<file path="src/rtl/risc32_stall_ctrl_pkg.sv">
// rtl/risc32_stall_ctrl_pkg.sv - shared constants and state type for the risc32 stall/flush sequencer
package risc32_stall_ctrl_pkg;

    localparam int STALL_W   = 6;
    localparam int CNT_W_DEF = 6;

    // Stall bus bit order: [0]PC [1]IF/ID [2]ID/EX [3]EX/MEM [4]MEM/WB [5]WB, 1 = stop
    localparam logic [STALL_W-1:0] STALL_NONE = 6'b000000;
    localparam logic [STALL_W-1:0] STALL_ID   = 6'b000111;
    localparam logic [STALL_W-1:0] STALL_EX   = 6'b001111;

    typedef enum logic [1:0] {
        SC_IDLE    = 2'd0,
        SC_MC_WAIT = 2'd1,
        SC_FLUSH   = 2'd2
    } state_e;

endpackage

</file>
<file path="src/rtl/risc32_stall_ctrl_if.sv">
// rtl/risc32_stall_ctrl_if.sv - request/response bundle between the pipeline and the stall sequencer
//  master: pipeline side, drives stall/multi-cycle/flush requests, receives stall bus, flush, redirect PC
//  slave : sequencer side, the mirror image
interface risc32_stall_ctrl_if
    import risc32_stall_ctrl_pkg::*;
#(
    parameter int CNT_W = CNT_W_DEF
);
    logic               stallreq_id_i;
    logic               stallreq_ex_i;
    logic               mc_start_i;
    logic [CNT_W-1:0]   mc_cycles_i;
    logic               flush_req_i;
    logic [31:0]        flush_pc_i;
    logic [STALL_W-1:0] stall_o;
    logic               flush_o;
    logic [31:0]        new_pc_o;
    logic               mc_busy_o;
    logic               mc_done_o;

    modport master (
        output stallreq_id_i, stallreq_ex_i, mc_start_i, mc_cycles_i, flush_req_i, flush_pc_i,
        input  stall_o, flush_o, new_pc_o, mc_busy_o, mc_done_o
    );

    modport slave (
        input  stallreq_id_i, stallreq_ex_i, mc_start_i, mc_cycles_i, flush_req_i, flush_pc_i,
        output stall_o, flush_o, new_pc_o, mc_busy_o, mc_done_o
    );

endinterface

</file>
<file path="src/rtl/risc32_stall_ctrl_mc_counter.sv">
// rtl/risc32_stall_ctrl_mc_counter.sv - saturating down-counter for multi-cycle EX operations
//  clk, rst      : clock, async active-high reset
//  load_i/val_i  : load a new count
//  dec_i         : decrement (ignored at zero, never wraps)
//  clr_i         : clear to zero, highest priority
//  zero_o        : current count is zero
//  next_zero_o   : count will be zero after this edge
module risc32_mc_counter #(
    parameter int CNT_W = 6
) (
    input  logic             clk,
    input  logic             rst,
    input  logic             load_i,
    input  logic [CNT_W-1:0] load_val_i,
    input  logic             dec_i,
    input  logic             clr_i,
    output logic             zero_o,
    output logic             next_zero_o
);

    logic [CNT_W-1:0] cnt_q;
    logic [CNT_W-1:0] cnt_d;

    always_comb begin
        cnt_d = cnt_q;
        if (clr_i) begin
            cnt_d = '0;
        end else if (load_i) begin
            cnt_d = load_val_i;
        end else if (dec_i && (cnt_q != '0)) begin
            cnt_d = cnt_q - CNT_W'(1);
        end
    end

    always_ff @(posedge clk or posedge rst) begin
        if (rst) begin
            cnt_q <= '0;
        end else begin
            cnt_q <= cnt_d;
        end
    end

    assign zero_o      = (cnt_q == '0);
    assign next_zero_o = (cnt_d == '0);

endmodule

</file>
<file path="src/rtl/risc32_stall_ctrl.sv">
// rtl/risc32_stall_ctrl.sv - central stall/flush sequencer for the 5-stage risc32 pipeline
//  clk, rst : clock, async active-high reset
//  bus      : slave side of risc32_stall_ctrl_if
//             in : stallreq_id_i, stallreq_ex_i, mc_start_i, mc_cycles_i, flush_req_i, flush_pc_i
//             out: stall_o (combinational), flush_o/new_pc_o/mc_done_o (registered), mc_busy_o
module risc32_stall_ctrl
    import risc32_stall_ctrl_pkg::*;
#(
    parameter int CNT_W = CNT_W_DEF
) (
    input  logic                  clk,
    input  logic                  rst,
    risc32_stall_ctrl_if.slave    bus
);

    state_e             state_q;
    state_e             state_d;
    logic               flush_q;
    logic               flush_d;
    logic [31:0]        new_pc_q;
    logic [31:0]        new_pc_d;
    logic               mc_done_q;
    logic               mc_done_d;
    logic [STALL_W-1:0] stall_c;

    logic               cnt_load;
    logic               cnt_dec;
    logic               cnt_clr;
    logic               cnt_zero;
    logic               cnt_next_zero;
    logic               mc_req;

    // A zero-length multi-cycle op needs no extra cycles and is treated as a normal instruction.
    assign mc_req = bus.mc_start_i && (bus.mc_cycles_i != '0);

    risc32_mc_counter #(
        .CNT_W (CNT_W)
    ) u_mc_counter (
        .clk         (clk),
        .rst         (rst),
        .load_i      (cnt_load),
        .load_val_i  (bus.mc_cycles_i - CNT_W'(1)),
        .dec_i       (cnt_dec),
        .clr_i       (cnt_clr),
        .zero_o      (cnt_zero),
        .next_zero_o (cnt_next_zero)
    );

    always_ff @(posedge clk or posedge rst) begin
        if (rst) begin
            state_q   <= SC_IDLE;
            flush_q   <= 1'b0;
            new_pc_q  <= 32'h0;
            mc_done_q <= 1'b0;
        end else begin
            state_q   <= state_d;
            flush_q   <= flush_d;
            new_pc_q  <= new_pc_d;
            mc_done_q <= mc_done_d;
        end
    end

    // Flush wins in every state and drops any multi-cycle op, including one starting this cycle.
    always_comb begin
        state_d  = state_q;
        cnt_load = 1'b0;
        cnt_dec  = 1'b0;
        cnt_clr  = 1'b0;
        case (state_q)
            SC_IDLE: begin
                if (bus.flush_req_i) begin
                    state_d = SC_FLUSH;
                    cnt_clr = 1'b1;
                end else if (mc_req) begin
                    state_d  = SC_MC_WAIT;
                    cnt_load = 1'b1;
                end
            end
            SC_MC_WAIT: begin
                if (bus.flush_req_i) begin
                    state_d = SC_FLUSH;
                    cnt_clr = 1'b1;
                end else if (cnt_zero) begin
                    state_d = SC_IDLE;
                end else begin
                    cnt_dec = 1'b1;
                end
            end
            SC_FLUSH: begin
                if (bus.flush_req_i) begin
                    state_d = SC_FLUSH;
                    cnt_clr = 1'b1;
                end else begin
                    state_d = SC_IDLE;
                end
            end
            default: begin
                state_d = SC_IDLE;
                cnt_clr = 1'b1;
            end
        endcase
    end

    always_comb begin
        flush_d   = (state_d == SC_FLUSH);
        new_pc_d  = bus.flush_req_i ? bus.flush_pc_i : new_pc_q;
        // Done is raised for the MC_WAIT cycle whose count is zero: the last stalled cycle.
        mc_done_d = (state_d == SC_MC_WAIT) && cnt_next_zero;

        if (bus.flush_req_i || (state_q == SC_FLUSH)) begin
            stall_c = STALL_NONE;
        end else if ((state_q == SC_MC_WAIT) || bus.stallreq_ex_i ||
                     ((state_q == SC_IDLE) && mc_req)) begin
            stall_c = STALL_EX;
        end else if (bus.stallreq_id_i) begin
            stall_c = STALL_ID;
        end else begin
            stall_c = STALL_NONE;
        end
    end

    assign bus.stall_o   = stall_c;
    assign bus.flush_o   = flush_q;
    assign bus.new_pc_o  = new_pc_q;
    assign bus.mc_busy_o = (state_q == SC_MC_WAIT);
    assign bus.mc_done_o = mc_done_q;

endmodule

</file>
<file path="src/flat_wrapper.sv">
// flat-port wrapper written by rule: the top's interface ports become plain ports
module risc32_stall_ctrl_flat import risc32_stall_ctrl_pkg::*;
#(
    parameter int CNT_W = CNT_W_DEF
)
  (clk, rst, bus_stallreq_id_i, bus_stallreq_ex_i, bus_mc_start_i, bus_mc_cycles_i, bus_flush_req_i, bus_flush_pc_i, bus_stall_o, bus_flush_o, bus_new_pc_o, bus_mc_busy_o, bus_mc_done_o);
  risc32_stall_ctrl_if #(.CNT_W(CNT_W)) bus_i ();
  input  logic clk;
  input  logic rst;
  input wire logic [$bits(bus_i.stallreq_id_i)-1:0] bus_stallreq_id_i;
  input wire logic [$bits(bus_i.stallreq_ex_i)-1:0] bus_stallreq_ex_i;
  input wire logic [$bits(bus_i.mc_start_i)-1:0] bus_mc_start_i;
  input wire logic [$bits(bus_i.mc_cycles_i)-1:0] bus_mc_cycles_i;
  input wire logic [$bits(bus_i.flush_req_i)-1:0] bus_flush_req_i;
  input wire logic [$bits(bus_i.flush_pc_i)-1:0] bus_flush_pc_i;
  output wire logic [$bits(bus_i.stall_o)-1:0] bus_stall_o;
  output wire logic [$bits(bus_i.flush_o)-1:0] bus_flush_o;
  output wire logic [$bits(bus_i.new_pc_o)-1:0] bus_new_pc_o;
  output wire logic [$bits(bus_i.mc_busy_o)-1:0] bus_mc_busy_o;
  output wire logic [$bits(bus_i.mc_done_o)-1:0] bus_mc_done_o;
  assign bus_i.stallreq_id_i = bus_stallreq_id_i;
  assign bus_i.stallreq_ex_i = bus_stallreq_ex_i;
  assign bus_i.mc_start_i = bus_mc_start_i;
  assign bus_i.mc_cycles_i = bus_mc_cycles_i;
  assign bus_i.flush_req_i = bus_flush_req_i;
  assign bus_i.flush_pc_i = bus_flush_pc_i;
  assign bus_stall_o = bus_i.stall_o;
  assign bus_flush_o = bus_i.flush_o;
  assign bus_new_pc_o = bus_i.new_pc_o;
  assign bus_mc_busy_o = bus_i.mc_busy_o;
  assign bus_mc_done_o = bus_i.mc_done_o;
  risc32_stall_ctrl #(.CNT_W(CNT_W)) u_core (.clk(clk), .rst(rst), .bus(bus_i));
endmodule
</file>
<file path="config.mk">
export PLATFORM = sky130hd
export DESIGN_NAME = risc32_stall_ctrl_flat
export DESIGN_NICKNAME = d
export VERILOG_FILES = /design/src/rtl/risc32_stall_ctrl_pkg.sv /design/src/rtl/risc32_stall_ctrl_if.sv /design/src/rtl/risc32_stall_ctrl_mc_counter.sv /design/src/rtl/risc32_stall_ctrl.sv /design/src/flat_wrapper.sv
export SDC_FILE = /design/constraint.sdc
export NUM_CORES = 1
export LEC_CHECK = 0
export CORE_MARGIN = 2
export CORE_UTILIZATION = 39
export CTS_CLUSTER_DIAMETER = 150
export DETAILED_ROUTE_END_ITERATION = 8
export PLACE_DENSITY = 0.77
export SETUP_SLACK_MARGIN = 0.05
export SLEW_MARGIN = 20
export SYNTH_ARGS = -nofsm -noshare
export SYNTH_HDL_FRONTEND = slang
export SYNTH_HIERARCHICAL = 1
export SYNTH_SLANG_ARGS = --single-unit
</file>
<file path="constraint.sdc">
create_clock -name clk -period 2.7 [get_ports clk]
set_input_delay 0.81 -clock clk [delete_from_list [all_inputs] [get_ports clk]]
set_output_delay 0.81 -clock clk [all_outputs]
set_load 0.01 [all_outputs]
</file>
==> metrics.cfg <==
[floorplan]
io_pins = 85
coreArea_um2 = 5110
fp.dieH_um = 76.6
start_util_pct = 40.3
dieArea_um2 = 5870
num_rows = 26
die_w_um = 76.6

[routing]
antenna_left = 0
vias = 1671
dr.pass1.iters = 4
drt-total-wl_um = 4900
drtIter0Drc = 71
wl_per_cell_um = 13.9
via_per_inst = 4.75
post-route-drc-count = 0

[placement]
port-buffer-count = 82
place_congestion = 0.838
hpwlAfterDp_um = 3750

[grt]
grt_max_degree = 37
track_usage_pct = 17.7
grt_first_pass_wirelength_um = 8220
antenna_found_initial = 0
grt_remaining_overflow = 0
first_global_vias = 1741

[timing]
fin_tns_setup_ps = 0
setup_viol = 0
period_minus_slack_ps = 2680
grt_setup_unrepaired = true
hold_violations = 0
slew_violations = 0
timing.fmax_mhz = 374
relSlewSlack_pct = 63.3
finalCritPeriodShare_pct = 99.1
hold_slack_ps = 508
fin_worst_skew_ps = 7.08
max_slew.worst_pin.slew_ps = 547

[final_layout]
drive_gt1_share_pct = 35.8
antennaDiodeCount = 0
multiInputGateArea_um2 = 918
nets = 329
regArea_um2 = 1050
num-fill-cells = 432
area_delta_synth_final_pct = 57.6

[worst_setup_path]
critical-path-max-stage-delay_ps = 410
cp-start-kind = primary input
cp.required_ps = 1890
worstSetupPathType = in2out
end_kind = output pin
crit_path_top_delay_cell = or3_4
worstPathBufferInverterCount = 2
critPathTopFamily = simple AND/OR/NAND/NOR gates
arrival_ps = 1870
cp_cell_sequence = buf_6, or3_4, o311ai_4, a21oi_2, buf_2
cp_max_fo = 3

[power]
p_int_mw = 1.15
combPwrFrac_pct = 26.2
leakage_nw = 1.41
switching_share_pct = 26.6
power.total_mw = 1.56
pwr-share-seq_pct = 46.0
powerDensity_nw_per_um2 = 482
p_switching_mw = 0.416
ir_worst_vdd_mv = 0.334
clkPwrFrac_pct = 27.8

[synthesis]
seq_area_frac_synth_pct = 51.1
yosysWarnings = 6
synth_cell_type_count = 42
yosysTopAreaCell = dfrtp_1
syn_inst = 171
ys_top_cells_by_area = dfrtp_1 (51%), mux2_2 (18%), inv_1 (3.3%)
syn_area_per_cell_um2 = 12.0
synthTopCellsByCount = dfrtp_1 (42), mux2_2 (32), inv_1 (18), nor2_1 (10), a21oi_1 (9)
async_flop_share_pct = 100
synth_seq_cells = 42
synth.most_common_cell = dfrtp_1
synth_top_area_share_pct = 51.1
syn_area_um2 = 2060
synth-main-ff-cell = dfrtp_1
synth_edf_count = 0

[clock_network]
cts_inserted_buffers = 5
clockBufferDepth = 2
insertion_delay_ps = 300
clkTransAtPathRegs_ps = 90
cts_tree = built
htree_levels = 2
cts-root-buf = clkbuf_8
hold_buffers = 0
clock_sinks = 42

[worst_hold_path]
hold_path.class = reg2reg

[run]
cap_violations = 0

[run_status]
status = completed

==> metal layers <==
layer	vias to the layer above	GRT usage [%]	share of wire (%)
li1	803	-	-
met1	803	22.0	41
met2	54	29.4	51
met3	11	4.74	5.7
met4	0	6.91	2.2
met5	-	0	0
==> timing repair <==
item,CTS,global route
setup buffers,3,0
endpoints found under the setup margin,7,5
gates resized for setup,42,6
pin swaps,6,1
==> state kept, by name, indices dropped and copies added (netlist names) <==
| signal | count |
|---|---|
| u_core/bus.new_pc_o | 32 |
| u_core/bus.mc_done_o | 1 |
| u_core/state_q | 2 |
| u_core/bus.flush_o | 1 |
| u_core/u_mc_counter/cnt_q | 6 |
==> layout make-up <==
cell class | count | share of cell area (%)
Multi-Input combinational cell | 102 | 28.3
Inverter | 18 | 2.16
Clock inverter | 1 | 0.270
Tap cell | 70 | 2.70
Sequential cell | 42 | 32.4
Clock buffer | 7 | 2.66
Timing Repair Buffer | 112 | 31.5
==> through the flow <==
stage                     setup slack [ps]  area, µm²  util, %  instances
after floorplan                      -3.09       2070        -        172
after global placement                -790       3120     61.1        341
after CTS                             12.6       3230     63.3        352
final                                 23.5       3240     63.5        352
after global routing                 -68.5       3240     63.5        352
after detailed placement              -823       3120     61.1        341
==> worst paths after layout <==
path | startpoint | cells after the start | endpoint | slack, ps
setup / recovery | bus_mc_cycles_i[3] | 5 | bus_stall_o[0] | 20
hold / removal | u_core/bus.new_pc_o[1] | 1 | u_core/bus.new_pc_o[1] | 510
setup reg to reg | u_core/u_mc_counter/cnt_q[0] | 12 | u_core/bus.mc_done_o | 130
hold reg to reg | u_core/bus.new_pc_o[1] | 1 | u_core/bus.new_pc_o[1] | 510
max in group asynchronous | rst | 3 | u_core/bus.new_pc_o[2] | 1400
min in group asynchronous | rst | 2 | u_core/u_mc_counter/cnt_q[1] | 790
==> power groups by stage <==
stage	logic, mW	registers [mW]	clock network, mW
3_3_place_gp	0.402	0.728	0
4_1_cts	0.409	0.719	0.446
2_1_floorplan	0.151	0.753	0
6_report	0.409	0.719	0.435
3_5_place_dp	0.407	0.731	0
5_1_grt	0.443	0.727	0.474
==> cells by family (layout without fill, tap and decap cells) <==
kind of cell,Yosys count,in the layout,share of synthesized area (%)
flip-flops,42,42,51.1
multiplexers,32,32,17.5
AND/OR/NAND/NOR,31,31,8.76
AO/OA/AOI/OAI,28,28,11.8
buffers and inverters,28,138,6.14
XOR/XNOR,5,5,2.13
adder cells (fa/ha/maj),4,4,2.43
other,1,2,0.182
==> layout by cell type, fill, tap and decap left out, types with 2 or more instances in the layout <==
cell type        instances
nand2_1                  3
a21o_1                   2
ha_1                     2
clkdlybuf4s15_1          2
buf_2                    5
buf_4                   30
buf_6                    2
nor2_1                   9
clkbuf_8                 6
mux2_2                  32
nand2b_1                 2
dlygate4sd2_1            2
xnor2_1                  2
dfrtp_1                 42
a21boi_0                 2
clkdlybuf4s50_1         71
or3_4                    2
conb_1                   2
nor3_1                   4
or3_1                    2
inv_2                    5
a21oi_1                  8
xor2_1                   3
a221oi_2                 2
inv_1                   12
No activity file was read; power rests on OpenSTA's default activity.
